`src/rtl/seg_pkg.sv`:
```
// Segment encodings shared by the scan driver and its per-digit decoder.
// Bit order is a..g from MSB to LSB, 1 = lit.
package seg_pkg;

  localparam int SEG_W = 7;

  typedef logic [SEG_W-1:0] seg_t;

  localparam seg_t SEG_0     = 7'b1111110;
  localparam seg_t SEG_1     = 7'b0110000;
  localparam seg_t SEG_2     = 7'b1101101;
  localparam seg_t SEG_3     = 7'b1111001;
  localparam seg_t SEG_4     = 7'b0110011;
  localparam seg_t SEG_5     = 7'b1011011;
  localparam seg_t SEG_6     = 7'b1011111;
  localparam seg_t SEG_7     = 7'b1110000;
  localparam seg_t SEG_8     = 7'b1111111;
  localparam seg_t SEG_9     = 7'b1111011;
  localparam seg_t SEG_A     = 7'b1110111;
  localparam seg_t SEG_B     = 7'b0011111;
  localparam seg_t SEG_C     = 7'b1001110;
  localparam seg_t SEG_D     = 7'b0111101;
  localparam seg_t SEG_E     = 7'b1001111;
  localparam seg_t SEG_F     = 7'b1000111;
  localparam seg_t SEG_BLANK = 7'b0000000;

  function automatic seg_t hex_to_seg(input logic [3:0] nib);
    case (nib)
      4'h0:    return SEG_0;
      4'h1:    return SEG_1;
      4'h2:    return SEG_2;
      4'h3:    return SEG_3;
      4'h4:    return SEG_4;
      4'h5:    return SEG_5;
      4'h6:    return SEG_6;
      4'h7:    return SEG_7;
      4'h8:    return SEG_8;
      4'h9:    return SEG_9;
      4'hA:    return SEG_A;
      4'hB:    return SEG_B;
      4'hC:    return SEG_C;
      4'hD:    return SEG_D;
      4'hE:    return SEG_E;
      default: return SEG_F;
    endcase
  endfunction

endpackage

```
`src/rtl/seg_hex_decode.sv`:
```
// One-digit hex to 7-segment decoder with a blanking override.
module seg_hex_decode
  import seg_pkg::*;
(
  input  logic [3:0]       nibble,
  input  logic             blank,
  output logic [SEG_W-1:0] seg
);

  always_comb begin
    seg = blank ? SEG_BLANK : hex_to_seg(nibble);
  end

endmodule

```
`src/rtl/seg_scan_driver.sv`:
```
// Multiplexed 7-segment scan driver: one digit lit per refresh slot, with the
// display value swapped only at frame boundaries so a frame is never torn.
module seg_scan_driver
  import seg_pkg::*;
#(
  parameter int NUM_DIGITS  = 4,
  parameter int REFRESH_DIV = 50000,
  parameter int ACTIVE_LOW  = 0
) (
  input  logic                    clk,
  input  logic                    reset,
  input  logic                    load,
  input  logic [4*NUM_DIGITS-1:0] value,
  input  logic                    blank_lz,
  output logic [SEG_W-1:0]        seg,
  output logic [NUM_DIGITS-1:0]   an,
  output logic                    frame_tick
);

  localparam int CNT_W = $clog2(REFRESH_DIV);
  localparam int IDX_W = (NUM_DIGITS > 1) ? $clog2(NUM_DIGITS) : 1;
  localparam logic [CNT_W-1:0] CNT_LAST = CNT_W'(REFRESH_DIV - 1);
  localparam logic [IDX_W-1:0] IDX_LAST = IDX_W'(NUM_DIGITS - 1);
  localparam bit INV = (ACTIVE_LOW != 0);

  logic [CNT_W-1:0]        cnt;
  logic [IDX_W-1:0]        idx;
  logic [4*NUM_DIGITS-1:0] disp;
  logic [4*NUM_DIGITS-1:0] pend;
  logic                    pend_valid;
  logic                    slot_tick;
  logic                    frame_end;
  logic [NUM_DIGITS-1:0]   lz;
  logic [3:0]              nib;
  logic                    lz_sel;
  logic                    digit_blank;
  logic [SEG_W-1:0]        seg_dec;
  logic [NUM_DIGITS-1:0]   an_dec;

  assign slot_tick = (cnt == CNT_LAST);
  assign frame_end = slot_tick && (idx == IDX_LAST);

  always_ff @(posedge clk) begin
    if (reset) begin
      cnt <= '0;
      idx <= '0;
    end else if (slot_tick) begin
      cnt <= '0;
      idx <= (idx == IDX_LAST) ? '0 : idx + IDX_W'(1);
    end else begin
      cnt <= cnt + CNT_W'(1);
    end
  end

  // A load on the boundary cycle lands in pending and stays valid; the
  // display takes whatever was pending before it.
  always_ff @(posedge clk) begin
    if (reset) begin
      disp       <= '0;
      pend       <= '0;
      pend_valid <= 1'b0;
    end else begin
      if (frame_end && pend_valid) begin
        disp <= pend;
      end
      if (load) begin
        pend       <= value;
        pend_valid <= 1'b1;
      end else if (frame_end) begin
        pend_valid <= 1'b0;
      end
    end
  end

  // lz[i] is set when nibble i and every nibble above it are zero.
  always_comb begin
    lz = '0;
    lz[NUM_DIGITS-1] = (disp[4*NUM_DIGITS-1 -: 4] == 4'h0);
    for (int i = NUM_DIGITS - 2; i >= 0; i--) begin
      lz[i] = lz[i+1] && (disp[4*i +: 4] == 4'h0);
    end
  end

  always_comb begin
    nib    = 4'h0;
    lz_sel = 1'b0;
    for (int i = 0; i < NUM_DIGITS; i++) begin
      if (idx == IDX_W'(i)) begin
        nib    = disp[4*i +: 4];
        lz_sel = lz[i];
      end
    end
  end

  assign digit_blank = blank_lz && lz_sel && (idx != '0);
  assign an_dec      = NUM_DIGITS'(1) << idx;

  seg_hex_decode u_dec (
    .nibble (nib),
    .blank  (digit_blank),
    .seg    (seg_dec)
  );

  always_ff @(posedge clk) begin
    if (reset) begin
      seg        <= SEG_BLANK ^ {SEG_W{INV}};
      an         <= {NUM_DIGITS{INV}};
      frame_tick <= 1'b0;
    end else begin
      seg        <= seg_dec ^ {SEG_W{INV}};
      an         <= an_dec ^ {NUM_DIGITS{INV}};
      frame_tick <= frame_end;
    end
  end

endmodule
```
`config.mk`:
```
export PLATFORM = sky130hd
export DESIGN_NAME = seg_scan_driver
export DESIGN_NICKNAME = d
export VERILOG_FILES = /design/src/rtl/seg_pkg.sv /design/src/rtl/seg_hex_decode.sv /design/src/rtl/seg_scan_driver.sv
export SDC_FILE = /design/constraint.sdc
export NUM_CORES = 1
export LEC_CHECK = 0
export CELL_PAD_IN_SITES_DETAIL_PLACEMENT = 1
export CELL_PAD_IN_SITES_GLOBAL_PLACEMENT = 2
export CORE_ASPECT_RATIO = 1.1
export CORE_MARGIN = 2
export CORE_UTILIZATION = 35
export DETAILED_ROUTE_END_ITERATION = 6
export PLACE_DENSITY_LB_ADDON = 0.1
export SLEW_MARGIN = 20
export SYNTH_ARGS = -nofsm -noshare
export SYNTH_HDL_FRONTEND = slang
export SYNTH_SLANG_ARGS = --single-unit
```
`constraint.sdc`:
```
create_clock -name clk -period 2.7 [get_ports clk]
set_clock_uncertainty 0.1 [all_clocks]
set_input_delay 0.405 -clock clk [delete_from_list [all_inputs] [get_ports clk]]
set_output_delay 0.405 -clock clk [all_outputs]
set_load 0.05 [all_outputs]
```
**Word-level counts from Yosys, hierarchy flattened**

Memory sizes are Yosys's and may differ from the RTL's. A register that Yosys moved wholly into a read port is not among the register bits.
Cells that the tools add are included.

- Input port bits: 20
- ROM bits: 112
- Output and inout bits: 12
- Flip-flop bits (word level): 56
- Memories kept: 1

Memory list:

| memory | words | width | rd ports | clocked after memory_dff | write ports | RTL line | text |
|---|---|---|---|---|---|---|---|
| (no name shown) | 16 | 7 | 1 | 1 | 0 | seg_pkg.sv:28 | `case (nib)` |

- Equality and inequality tests: 4
- Mux-type cells: 11
- Shift-type cells: 1
- $add $sub $neg: 2
- Reductions and logical operators: 16

Operator list:

| operator | count |
|---|---|
| $add 16x1->16 const B | 1 |
| $eq 16x16->1 const B | 1 |
| $logic_not 4->1 | 4 |
| $mux 4 | 4 |
| $logic_and 1x1->1 | 7 |
| $mux 1 | 6 |
| $eq 2x2->1 const B | 2 |
| $reduce_bool 2->1 | 2 |
| $reduce_or 2->1 | 2 |
| $shl 1x2->4 const A | 1 |
| $add 2x1->2 const B | 1 |
| $eq 2x1->1 const B | 1 |
| $logic_not 2->1 | 1 |
| $mux 2 | 1 |

**Depth between registers and ports, before layout**

Gate-level depths: netlist of the first run.

- Depth in word-level cells: 11
- Depth in mapped cells: 11
- Gate-level depth less buffers: 10

**Hierarchy**

From an unflattened synthesis of the first run, not the netlist that was laid out.

- Cells, all modules: 315
- Area total of the unflattened synthesis: 2934.1 um2

By module, submodules not included:

| module | seq. area each (um2) | cells each | area each (um2) | times used |
|---|---|---|---|---|
| seg_scan_driver | 1261.2 | 279 | 2646.3 | 1 |
| seg_hex_decode | 0.0 | 36 | 287.8 | 1 |

**Worst setup path before layout of the first run**

Ideal clock, no wire load.

- Path kind: reg2reg
- Start point: register idx[1]
- End point: register seg[5]
- Required time: 2.509 ns
- Cell stages (with the launch flop): 10
- Slack: 0.273 ns
- Data arrival time: 2.236 ns
- Period minus slack after synthesis: 2.427 ns
- Buffers on the path: 1
- Cells stage by stage: dfxtp_1 inv_1 ha_1 clkbuf_1 nand3b_1 a211oi_1 ha_1 nor2_1 a211oi_1 a311oi_1

- Longest elaborated chain between the ends: 8

RTL lines:

| item | RTL line | text |
|---|---|---|
| start, declared | seg_scan_driver.sv:27 | `logic [IDX_W-1:0] idx;` |
| start signal, assigned | seg_scan_driver.sv:49 | `idx <= (idx == IDX_LAST) ? '0 : idx + IDX_W'(1);` |
| $logic_not 2->1 | seg_scan_driver.sv:88 | `if (idx == IDX_W'(i)) begin` |
| $mux 1 (4 in a row) | seg_scan_driver.sv:88 |  |
| $logic_and 1x1->1 (2 in a row) | seg_scan_driver.sv:95 | `assign digit_blank = blank_lz && lz_sel && (idx != '0);` |
| $reduce_or 2->1 (no line) | - |  |
| end, declared | seg_scan_driver.sv:15 | `output logic [SEG_W-1:0] seg,` |

Parallel ways exist; a longest one is shown, timed or not.
A chain may end at the register's enable or synchronous reset.

**Final worst setup path of the first run**

- Start point: register idx[0]
- End point: register seg[6]

Same word-level chain as after synthesis.

==> results.cfg, run 1 <==
[outcome]
status = finished clean

[cells_and_area]
num-nets-final = 355
post-route-cell-area_mm2 = 0.003376
insertedDiodeCount = 0
area_growth_syn_to_layout_pct = 21.31
drive_above_1_share = 0.09146

[die]
num_rows = 34
core_area_mm2 = 0.007828
die_area_mm2 = 0.008680
die_h_um = 97.52
fp.dieW_um = 89.02
start_util = 0.3555
pin_count = 32

[min_path]
min_path_cells = 1
hold_end = cnt[0]
min_from = cnt[0]
hold_class = register to register

[worst_setup_path]
r2r-start = idx[0]
end_kind = register
crit_arrival_ns = 2.53
setup.worst_path.start_class = register
crit_type = register to register
r2r_end = seg[6]
cp_max_fo = 14
cp.required_ns = 2.87
r2r_cells = 6
reg2reg_slack_ns = 0.34

[placement]
routabilityCongestion = 0.7624
placed_cell_area_mm2 = 0.003181
port-buffer-count = 31
hpwl_um = 4311

[synth]
synth_flop_cell = dfxtp_1
yosysMostFrequentCell = dfxtp_1
yosys.area.top_type = dfxtp_1
synth_fp_nets = 319
ys_top_cells_by_count = dfxtp_1, nor2_1, mux2i_1
syn-cell-area_mm2 = 0.002783
yosysUniqueCellTypes = 40
synth_edf_count = 0
syn-instance-count = 287
ys_warn_count = 0
synth_area_leaders = dfxtp_1, mux2i_1, nor2_1
synth_seq_cells = 63
synth-async-reset-ratio = 0
avgSynthCellArea_um2 = 9.696
ys_seq_area_frac = 0.4532
netlist.area_leader.share = 0.4532

[timing]
hold_viol_final = 0
setup_tns_ns = 0
slew_viol_final = 0
tightest_slew_ns = 0.5247
rsz0062_at_grt = false
max_freq_mhz = 424.4
fin_crit_sh = 0.8726
max_slew_margin = 0.6502
period_needed_ns = 2.356
finalSetupViolCount = 0

[clock_tree]
clockBufferDepth = 2
holdBufCountCts = 0
cts_max_level = 3
worst_skew_pair.late_latency_ns = 0.34
cts.reportedPaths.clkPinSlew_ns = 0.07
post_cts_resize_count = 0
cts_setup_buffers = 0
cts-root-buf = clkbuf_8
cts_sinks = 63
tritoncts = done
cts_buffers = 9

[global_routing]
grt_first_pass_wirelength_um = 10110
use_met1 = 0.1809
grt_max_degree = 24
grt_overflow = 0
grt-busiest-layer = met2
grt_pass1_vias = 2160
grt_usage = 0.1500
antenna_found_initial = 0
grt_util_met3 = 0.04928
met2_usage = 0.2451

[route]
finalWirelength_um = 5962
drt-initial-drc-count = 41
drc = 0
wl_per_cell_um = 13.67
drtAntennaViolNets = 0
first_pass_iters = 4
dr_total_vias = 2072
via_per_inst = 4.752

[power]
p_leak_nw = 1.260
irDropWorstVdd_mv = 0.2384
powerDensity_mw_per_mm2 = 560.9

[flow_run]
max-cap-violations = 0
## worst max path at each step
stage | cells after the start | to | from
2_1_floorplan | 9 | seg[5] | idx[1]
3_3_place_gp | 9 | seg[5] | idx[1]
3_5_place_dp | 9 | seg[5] | idx[0]
4_1_cts | 9 | seg[5] | idx[0]
5_1_grt | 9 | seg[5] | idx[0]
6_report | 6 | seg[6] | idx[0]
## cell type report
| type | instances | area [um2] |
|---|---|---|
| clock buffer | 9 | 123.9 |
| sequential | 63 | 1261 |
| multi-input combinational | 201 | 1380 |
| inverter | 9 | 33.78 |
| tap | 108 | 135.1 |
| timing repair buffer | 39 | 370.4 |
| fill | 934 | 4452 |
| clock inverter | 7 | 71.32 |
## layout by cell type (no fill, tap or decap), types with 3 or more instances in the layout
cell type / Yosys / layout
nand4_1: 3 / 3
nor2b_1: 3 / 3
nand2_1: 12 / 12
dfxtp_1: 63 / 63
and3_1: 6 / 6
nand3b_1: 4 / 4
a211oi_1: 3 / 3
nor3b_1: 3 / 3
nor2_1: 62 / 62
clkinvlp_4: 0 / 3
buf_4: 1 / 8
o22ai_1: 3 / 3
nand3_1: 5 / 5
clkdlybuf4s50_1: 0 / 31
nor3_1: 4 / 4
ha_1: 12 / 12
inv_1: 9 / 9
a21oi_1: 6 / 6
nand2b_1: 3 / 3
xor2_1: 7 / 7
nor4_1: 3 / 3
xnor2_1: 7 / 7
mux2i_1: 38 / 38
clkbuf_8: 2 / 9
## registers in the layout, indices dropped and copies added, names as in the netlist
name,flops
an,4
cnt,16
disp,16
frame_tick,1
idx,2
pend,16
pend_valid,1
seg,7
## kinds of logic after synthesis
logic type,synth area share
flops,0.4532
buf+inv,0.05081
fa+ha+maj,0.05396
xor+xnor,0.04407
mux,0.1367
compound gates,0.05845
simple gates,0.2028
## report_power, final
part	leakage, nW	internal [mW]	switching (mW)
Clock	0.0916	0.425	0.384
Sequential	0.514	0.953	0.0128
Combinational	0.655	0.0575	0.0604
## per-layer routing
layer | vias to the layer above | part of all wire
met2 | 23 | 0.50
met1 | 991 | 0.46
met5 | - | 0
met3 | 8 | 0.032
met4 | 0 | 0.014
li1 | 1050 | -
## per-stage QoR
step	cells	utilization	power (mW)	hold WS [ns]	setup WS, ns
final	436	0.4313	1.894	0.3663	0.3440
after global routing	436	0.4313	1.987	0.3863	0.08618
after CTS	436	0.4313	1.930	0.3714	0.3739
after detailed placement	420	0.4063	1.108	0.3543	0.3900
after global placement	420	0.4063	1.106	0.3464	0.4251
after floorplan	287	-	1.056	0.3294	0.2726
## critical path, cell delays in order (launching register included)
cell and delay [ns]:
dfxtp_1 0.45, ha_1 0.50, nor2_1 0.20, a311oi_2 0.49
nand2b_1 0.19, o22a_1 0.23, a21oi_1 0.12
Power figures use the tool's default switching activity.
==> run 2, diff against run 1 <==
--- a/config.mk
+++ b/config.mk
@@ -11,6 +11,8 @@
 export CORE_MARGIN = 2
 export CORE_UTILIZATION = 35
 export DETAILED_ROUTE_END_ITERATION = 6
+export GPL_TIMING_DRIVEN = 0
+export HOLD_SLACK_MARGIN = 0.03
 export PLACE_DENSITY_LB_ADDON = 0.1
 export SLEW_MARGIN = 20
 export SYNTH_ARGS = -nofsm -noshare
==> run 2 against run 1 <==
  * First-iteration DRC count decreased by 22%
  * Design area increased by 2.7%
  * Total power increased by 5.5%
  * Hold slack got worse by 0.16 ns
  * Largest power group unchanged
  * Sequential share of layout area decreased by 0.95 points
  * Die area unchanged
  * Non-clock buffer count increased by 6
  * Via count increased by 2.0%
  * Critical path depth increased by 4
==> results.cfg, run 2 (synthesized netlist as in run 1, its figures left out) <==
[outcome]
status = finished clean

[cells_and_area]
insertedDiodeCount = 0
nFillCells = 908
final_cell_mix = nor2_1, dfxtp_1, mux2i_1
area_growth_syn_to_layout_pct = 24.60
largestRegisters = cnt (16), disp (16), pend (16)
drive_above_1_share = 0.09880
num-nets-final = 361
post-route-cell-area_mm2 = 0.003467

[die]
die_h_um = 97.52
num_rows = 34
die_area_mm2 = 0.008680
start_util = 0.3555
pin_count = 32
core_area_mm2 = 0.007828
fp.dieW_um = 89.02

[global_routing]
grt_overflow = 0
grt_max_degree = 12
grt_usage = 0.1564
grt_pass1_vias = 2176
antenna_found_initial = 0
grt_first_pass_wirelength_um = 10340

[placement]
hpwl_um = 4563
placed_cell_area_mm2 = 0.003208
routabilityCongestion = 0.7381
port-buffer-count = 29

[power]
powerDensity_mw_per_mm2 = 576.4
power.total_mw = 1.998
p_leak_nw = 1.296
irDropWorstVdd_mv = 0.2321

[route]
via_per_inst = 4.783
drc = 0
drt-initial-drc-count = 32
first_pass_iters = 4
dr_total_vias = 2114
finalWirelength_um = 6053
wl_per_cell_um = 13.69
drtAntennaViolNets = 0

[timing]
finalSetupViolCount = 0
max_freq_mhz = 415.0
hold_viol_final = 0
slew_viol_final = 0
period_needed_ns = 2.410
max_slew_margin = 0.5063
setup_tns_ns = 0
fin_crit_sh = 0.8925
tightest_slew_ns = 0.7406
rsz0062_at_grt = false

[worst_setup_path]
r2r_cells = 10
cpMaxStageDelayCell = a211oi_4
end_kind = register
reg2reg_slack_ns = 0.29
crit_arrival_ns = 2.59
cp.required_ns = 2.88
r2r-start = idx[1]
cp_max_fo = 9
setup.worst_path.start_class = register
crit_type = register to register
worstPathCellList = inv_1 -> ha_1 -> clkbuf_1 -> nand3b_1 -> a211oi_4 -> inv_1 -> ha_1 -> mux2i_1 -> o22ai_1 -> nor2_1
r2r_end = seg[0]
cpPeakStageDelay_ns = 0.39
startpoint = idx[1]

[clock_tree]
cts-root-buf = clkbuf_8
cts_buffers = 9
cts.reportedPaths.clkPinSlew_ns = 0.07
cts_max_level = 3
tritoncts = done
cts_sinks = 63
worst_skew_pair.late_latency_ns = 0.34
clockBufferDepth = 2

[min_path]
min_path_cells = 2
min_from = reset
hold_class = primary input to register
hold_end = an[1]

[flow_run]
max-cap-violations = 0
==> run 2: changes by cell type in the layout (fill, tap and decap cells not counted), moves of 2 or more <==
cell / previous run / this run
clkbuf_1: 0 / 8
buf_4: 8 / 3
clkbuf_8: 9 / 12
buf_6: 0 / 2
clkdlybuf4s50_1: 31 / 29
clkinvlp_4: 3 / 1
==> run 2: timing repair <==
| item | 4_1_cts | 5_1_grt |
|---|---|---|
| setup endpoints to repair | 7 | 7 |
| pin swaps | 0 | 1 |
| buffers inserted | 0 | 2 |
| gates resized for setup | 2 | 3 |
| hold buffers | 0 | 0 |
==> run 2: area by class of cell <==
class | instances | area (um2) | share of cell area
buffer | 14 | 108.9 | 0.03140
clock buffer | 11 | 141.4 | 0.04078
clock inverter | 5 | 81.33 | 0.02346
inverter | 9 | 33.78 | 0.009744
multi-input combinational | 201 | 1399 | 0.4035
sequential | 63 | 1262 | 0.3641
tap | 108 | 135.1 | 0.03898
timing repair buffer | 31 | 305.3 | 0.08805
==> run 2: worst max-delay path: cells and delay by family, from the launching register on <==
family	cells	cell delay [ns]
compound gates	2	0.50
fa+ha+maj	2	0.42
buf+inv	3	0.44
flops	1	0.38
mux	1	0.18
simple gates	2	0.35
==> run 2: worst max-delay path by stage <==
stage                   to
floorplan           seg[5]
global placement    seg[0]
detailed placement  seg[0]
CTS                 seg[0]
global route        seg[0]
finish              seg[0]
==> run 2: where the power goes <==
part / switching [mW] / internal (mW)
sequential: 0.0126 / 0.954
combinational: 0.0614 / 0.0572
clock: 0.368 / 0.545
==> run 2: metrics by stage <==
stage,setup slack (ns),utilization,hold WS (ns),std cells
final,0.2902,0.4429,0.2104,442
after global routing,0.08771,0.4429,0.2048,442
after CTS,0.01639,0.4391,0.1929,440
after detailed placement,-0.3086,0.4098,0.3604,424
after global placement,-0.2677,0.4098,0.3416,424
after floorplan,0.2726,-,0.3294,287
==> run 2: layer usage <==
metal	vias to the layer above	share of wire	global-route usage
met5	-	0	0
met4	0	0.024	0.07922
met2	23	0.51	0.2646
met1	1018	0.44	0.1817
li1	1059	-	-
met3	14	0.021	0.03314
==> run 3, diff against run 2 <==
--- a/config.mk
+++ b/config.mk
@@ -14,7 +14,7 @@
 export GPL_TIMING_DRIVEN = 0
 export HOLD_SLACK_MARGIN = 0.03
 export PLACE_DENSITY_LB_ADDON = 0.1
-export SLEW_MARGIN = 20
+export SLEW_MARGIN = 5
 export SYNTH_ARGS = -nofsm -noshare
 export SYNTH_HDL_FRONTEND = slang
 export SYNTH_SLANG_ARGS = --single-unit
==> results of run 3 <==
Same layout as run 2: the final DEF is identical, and so are final timing and power.
